## src/rtl/instr_sequencer.sv

```systemverilog
// Instruction sequencer: fetches 24-bit words from a synchronous instruction
// memory, decodes them and hands MATMUL/VADD/VMOV operations to an execution unit.
module instr_sequencer #(
  parameter int INSTR_WIDTH = 24,
  parameter int PC_WIDTH    = 5
) (
  input  logic                   clk,
  input  logic                   rst,
  input  logic                   start,
  output logic [PC_WIDTH-1:0]    imem_addr,
  input  logic [INSTR_WIDTH-1:0] imem_data,
  output logic                   op_valid,
  input  logic                   op_ready,
  output logic [5:0]             op_code,
  output logic [4:0]             op_src_a,
  output logic [4:0]             op_src_b,
  output logic [4:0]             op_dst,
  output logic [2:0]             op_arg,
  input  logic                   op_done,
  output logic                   busy,
  output logic                   halted,
  output logic                   illegal,
  output logic [PC_WIDTH-1:0]    pc,
  output logic [7:0]             retired
);

  typedef enum logic [2:0] {
    S_IDLE,
    S_FETCH,
    S_DECODE,
    S_ISSUE,
    S_EXEC,
    S_HALT,
    S_ERROR
  } state_t;

  typedef enum logic [5:0] {
    OP_NOP    = 6'd0,
    OP_MATMUL = 6'd1,
    OP_VADD   = 6'd2,
    OP_VMOV   = 6'd3,
    OP_HALT   = 6'd10
  } opcode_t;

  state_t state, state_next;
  logic   pc_inc, pc_clr, ret_inc, fields_load;

  logic [5:0] dec_code;
  assign dec_code = imem_data[23:18];

  always_ff @(posedge clk) begin
    if (rst) state <= S_IDLE;
    else     state <= state_next;
  end

  always_comb begin
    state_next  = state;
    pc_inc      = 1'b0;
    pc_clr      = 1'b0;
    ret_inc     = 1'b0;
    fields_load = 1'b0;
    case (state)
      S_IDLE:   if (start) state_next = S_FETCH;
      S_FETCH:  state_next = S_DECODE;
      S_DECODE: begin
        fields_load = 1'b1;
        case (dec_code)
          OP_NOP: begin
            pc_inc     = 1'b1;
            state_next = S_FETCH;
          end
          OP_MATMUL, OP_VADD, OP_VMOV: state_next = S_ISSUE;
          OP_HALT:                     state_next = S_HALT;
          default:                     state_next = S_ERROR;
        endcase
      end
      S_ISSUE:  if (op_ready) state_next = S_EXEC;
      S_EXEC: begin
        if (op_done) begin
          pc_inc     = 1'b1;
          ret_inc    = 1'b1;
          state_next = S_FETCH;
        end
      end
      S_HALT: begin
        if (start) begin
          pc_clr     = 1'b1;
          state_next = S_FETCH;
        end
      end
      S_ERROR:  state_next = S_ERROR;
      default:  state_next = S_IDLE;
    endcase
  end

  // pc/retired/decoded fields; pc wraps naturally at 2^PC_WIDTH
  always_ff @(posedge clk) begin
    if (rst) begin
      pc       <= '0;
      retired  <= '0;
      op_code  <= '0;
      op_src_a <= '0;
      op_src_b <= '0;
      op_dst   <= '0;
      op_arg   <= '0;
    end else begin
      if (pc_clr)      pc <= '0;
      else if (pc_inc) pc <= pc + PC_WIDTH'(1);
      if (ret_inc && (retired != 8'hFF)) retired <= retired + 8'd1;
      if (fields_load) begin
        op_code  <= imem_data[23:18];
        op_src_a <= imem_data[17:13];
        op_src_b <= imem_data[12:8];
        op_dst   <= imem_data[7:3];
        op_arg   <= imem_data[2:0];
      end
    end
  end

  assign imem_addr = pc;
  assign op_valid  = (state == S_ISSUE);
  assign busy      = (state == S_FETCH) || (state == S_DECODE) ||
                     (state == S_ISSUE) || (state == S_EXEC);
  assign halted    = (state == S_HALT);
  assign illegal   = (state == S_ERROR);

endmodule
```

## config.mk

```make
export PLATFORM = sky130hd
export DESIGN_NAME = instr_sequencer
export DESIGN_NICKNAME = d
export VERILOG_FILES = /design/src/rtl/instr_sequencer.sv
export SDC_FILE = /design/constraint.sdc
export NUM_CORES = 1
export LEC_CHECK = 0
export ABC_AREA = 1
export CAP_MARGIN = 10
export CORE_ASPECT_RATIO = 1.1
export CORE_MARGIN = 2
export CORE_UTILIZATION = 66
export CTS_CLUSTER_DIAMETER = 30
export DETAILED_ROUTE_END_ITERATION = 16
export DONT_BUFFER_PORTS = 1
export GPL_ROUTABILITY_DRIVEN = 0
export MAX_ROUTING_LAYER = met4
export PLACE_DENSITY = 0.84
export SLEW_MARGIN = 20
export SYNTH_ARGS = -nofsm -noshare
export SYNTH_HDL_FRONTEND = slang
export SYNTH_SLANG_ARGS = --single-unit
export TNS_END_PERCENT = 1
```

## constraint.sdc

```tcl
create_clock -name clk -period 3.54 [get_ports clk]
set_input_delay 0.708 -clock clk [delete_from_list [all_inputs] [get_ports clk]]
set_output_delay 0.708 -clock clk [all_outputs]
set_load 0.02 [all_outputs]
```

### Yosys cells after proc, flatten, opt, wreduce, memory -nomap -nowiden

Cells that the tools add are included.

* reductions and logical operators: 10
* equal/unequal tests: 14
* multiplexer cells: 12
* $add $sub $neg: 2

Operators with widths (number)
* 3-bit case mux with 6 select lines: 1
* 6-bit by 2-bit == test with 1-bit output (second input constant): 2
* 3-bit == test (second input constant): 3
* 3-bit two-way mux: 3
* 3-bit case mux with 3 select lines: 1
* 8-bit by 1-bit adder with 8-bit output (second input constant): 1
* 8-bit inequality test (second input constant): 1
* 3-bit by 2-bit == test with 1-bit output (second input constant): 2
* 6-bit by 1-bit == test with 1-bit output (second input constant): 1
* 6-bit by 4-bit == test with 1-bit output (second input constant): 1
* 6-bit zero test: 1
* 1-bit two-way mux: 6
* 5-bit by 1-bit adder with 5-bit output (second input constant): 1
* 2-bit by 1-bit inequality test with 1-bit output (second input constant): 2
* 2-bit OR reduction: 2
* 3-bit by 1-bit == test with 1-bit output (second input constant): 1
* 3-bit zero test: 1
* 1-bit logical OR: 3
* 3-bit AND reduction: 1
* 3-bit OR reduction: 1
* 2-bit inequality test (second input constant): 1
* 1-bit case mux with 2 select lines: 1
* 1-bit logical AND: 1

* output and inout bits: 46
* logic and storage cells: 46
* input port bits: 29
* register bits: 40

### Longest topological paths before layout

* word-level depth: 4
* mapped depth: 10
* mapped depth without buffers: 10

### Least setup slack after synthesis

OpenSTA, ideal clock, no wires.

* path type: register to output
* from: register state[2]
* to: output illegal
* stages on the path, launching flop included: 4
* path slack: 1963 ps
* data arrival time: 869 ps
* required time: 2832 ps
* buffers on the path: 1
* path through: dfxtp_1 > buf_6 > inv_1 > nor2_1

* cells in the longest elaborated chain, start to end: 1

RTL lines
* from (decl): line 45 `state_t state, state_next;`
* from (signal assigned): line 53 `else state <= state_next;`
* 3-bit == test: line 125 `assign illegal = (state == S_ERROR);`
* to (decl): line 22 `output logic illegal,`

No other way between the ends.

### Worst setup path after layout

Same ends and word-level chain as after synthesis.

==> flow_metrics.py <==
metrics = {
    "status": {
        "outcome": "completed",
    },
    "finish": {
        "area_growth_pct": 0.992,
        "drive_gt1_frac": 0.0817,
        "antenna-diode-count": 0,
        "fin_cells": 290,
        "nNetsFinal": 287,
    },
    "global_routing": {
        "grt_pass1_vias": 1462,
        "antenna_found_initial": 0,
        "grtUsageTotal": 0.247,
        "grt_max_degree": 31,
        "overflow": 0,
        "grt_pass1_wl_um": 5790,
    },
    "sta": {
        "hold-worst-slack_ns": 0.395,
        "setup-tns-final_ns": 0,
        "fmax_mhz": 464,
        "worst_clock_skew_ns": 0.0125,
        "grt_setup_unrepaired": "no",
        "drv_slew": 0,
        "post-route-period-util": 0.609,
        "fin_crit_ns": 2.16,
        "relSlewSlack": 0.514,
        "setup_viol": 0,
        "finalHoldViolations": 0,
        "tightest_slew_ns": 0.728,
        "layout_setup_ws_ns": 1.38,
    },
    "routing": {
        "wl_per_cell_um": 12.5,
        "drt_iter0_markers": 34,
        "met1Wirelength_um": 1550,
        "first_pass_iters": 4,
        "drcViolationCount": 0,
        "dr.max_layer_used": "met4",
        "drtAntennaViolNets": 0,
        "viasPerCell": 5.38,
        "wl_met2_um": 1690,
        "finalWirelength_um": 3630,
        "wl_met3_um": 338,
        "num_vias": 1560,
    },
    "logic_synthesis": {
        "ys_seq_area_frac": 0.423,
        "synth_top_cell_area_share": 0.423,
        "yosys_register_bits": 40,
        "synth_nets": 293,
        "synth_edf_count": 0,
        "netlist_area_mm2": 0.00189,
        "yosysWarnings": 0,
        "syn_inst": 262,
        "synth_async_sr_flop_share": 0,
        "syn_avg_cell_area_um2": 7.22,
        "synthFlopType": "dfxtp_1",
        "synth.most_common_cell": "nor2_1",
        "synth_common_cells": "nor2_1 (62), nand2_1 (42), dfxtp_1 (40)",
        "synth_cell_types": 28,
        "synth.area.top_cells": "dfxtp_1 (42%), nor2_1 (12%), nand2_1 (8.3%)",
        "yosys.area.top_type": "dfxtp_1",
    },
    "pwr": {
        "switching_share": 0.456,
        "internal-power_mw": 0.792,
        "peakVddDrop_mv": 0.650,
        "power_density_mw_per_mm2": 762,
        "p_comb_frac": 0.265,
        "clockPowerShare": 0.172,
        "seqPwrFrac": 0.563,
        "p_leak_nw": 0.822,
        "power_switching_mw": 0.663,
    },
    "clock_network": {
        "cts_root_buf": "clkbuf_4",
        "cts_setup_buffers": 0,
        "cts_hold_buf": 0,
        "cts.sinks": 40,
        "post_cts_resized": 0,
        "cts.clk_slew.worst_paths_ns": 0.13,
        "htreeDepth": 2,
        "clkLatencyLatePin_ns": 0.36,
        "cts_buffer_depth": 2,
        "cts_buffers": 5,
        "cts_tree": "yes",
    },
    "setup_path": {
        "worstPathArrival_ns": 1.45,
        "critPathKind": "flop to output pin",
        "crit_path_max_fanout": 11,
        "setup.worst_path.end_class": "output pin",
        "cp.required_ns": 2.83,
        "cp-start-kind": "flop",
    },
    "place": {
        "post-place-ws_ns": 1.58,
        "dp_cells": 282,
        "dpl.hpwl_um": 2640,
        "io_buffers": 0,
    },
    "run": {
        "drv_cap": 0,
    },
    "die": {
        "core-area_mm2": 0.00275,
        "initial_core_util": 0.687,
        "dieArea_mm2": 0.00331,
        "rows": 20,
        "io-pin-count": 75,
        "die_x_um": 55.0,
        "die_h_um": 60.2,
    },
    "hold_path": {
        "worstHoldPathType": "input port to flop",
    },
}
## sequential cells by signal, indices dropped and copies added, names as in the netlist
register and count:
retired 8, state 3, op_src_a 5, op_dst 5
op_code 6, op_src_b 5, imem_addr 5, op_arg 3
## power by group through the flow
stage | Combinational (mW) | Sequential, mW | Clock, mW
finish | 0.386 | 0.819 | 0.250
global route | 0.451 | 0.839 | 0.271
CTS | 0.390 | 0.821 | 0.256
detailed placement | 0.388 | 0.831 | 0
global placement | 0.377 | 0.829 | 0
floorplan | 0.369 | 0.794 | 0
## placed cells by master (no fill, tap or decap)
master / synthesis / routed
xor2_1: 2 / 2
a21oi_2: 1 / 1
o211ai_1: 1 / 1
nor2_4: 2 / 2
nand2_1: 42 / 42
o21ai_0: 29 / 29
nand3_2: 1 / 1
dfxtp_1: 40 / 40
nand2_2: 3 / 3
a21oi_1: 14 / 14
xnor2_1: 2 / 2
nor2_1: 62 / 62
clkbuf_8: 0 / 1
nand3_4: 1 / 1
ha_1: 2 / 2
inv_1: 22 / 22
a21oi_4: 1 / 1
nand3_1: 16 / 16
nand2_4: 1 / 1
nand3b_1: 2 / 2
clkinvlp_4: 0 / 2
nor3_1: 2 / 2
nor2_8: 1 / 1
clkbuf_4: 0 / 5
nor3_2: 1 / 1
inv_4: 1 / 1
## layer usage
metal / vias up / track usage
met3: 7 / 0.105
met4: 0 / 0.101
li1: 816 / -
met2: 52 / 0.398
met1: 685 / 0.262
met5: - / -
## kinds of logic after synthesis
| family | after synthesis | synth area share |
|---|---|---|
| XOR/XNOR | 4 | 0.0185 |
| AO/OA/AOI/OAI | 46 | 0.131 |
| adder cells (fa/ha/maj) | 2 | 0.0132 |
| AND/OR/NAND/NOR | 134 | 0.320 |
| buffers and inverters | 36 | 0.0939 |
| flip-flops | 40 | 0.423 |
## worst max-delay path: stages (launching register included)
cell     delay [ns]
dfxtp_1        0.61
inv_1          0.14
nor2_1         0.35
## per-stage QoR
step	util	total power [mW]	cell area (um^2)
finish	0.694	1.46	1910
global route	0.694	1.56	1910
CTS	0.694	1.47	1910
detailed placement	0.670	1.22	1840
global placement	0.670	1.21	1840
floorplan	-	1.16	1890
## final cells by class
class / count / area [um^2]
multi-input combinational: 186 / 913
fill: 234 / 842
sequential: 40 / 801
inverter: 23 / 88.8
clock buffer: 6 / 51.3
tap: 33 / 41.3
clock inverter: 2 / 15.0
## final timing paths
kind,cells after the start,to,startpoint,slack (ns)
setup / recovery,2,illegal,state[2],1.38
hold / removal,1,retired[3],rst,0.39
setup reg to reg,6,op_src_b[4],state[0],1.65
hold reg to reg,2,op_code[3],op_code[3],0.58
(Power assumes the default switching activity.)
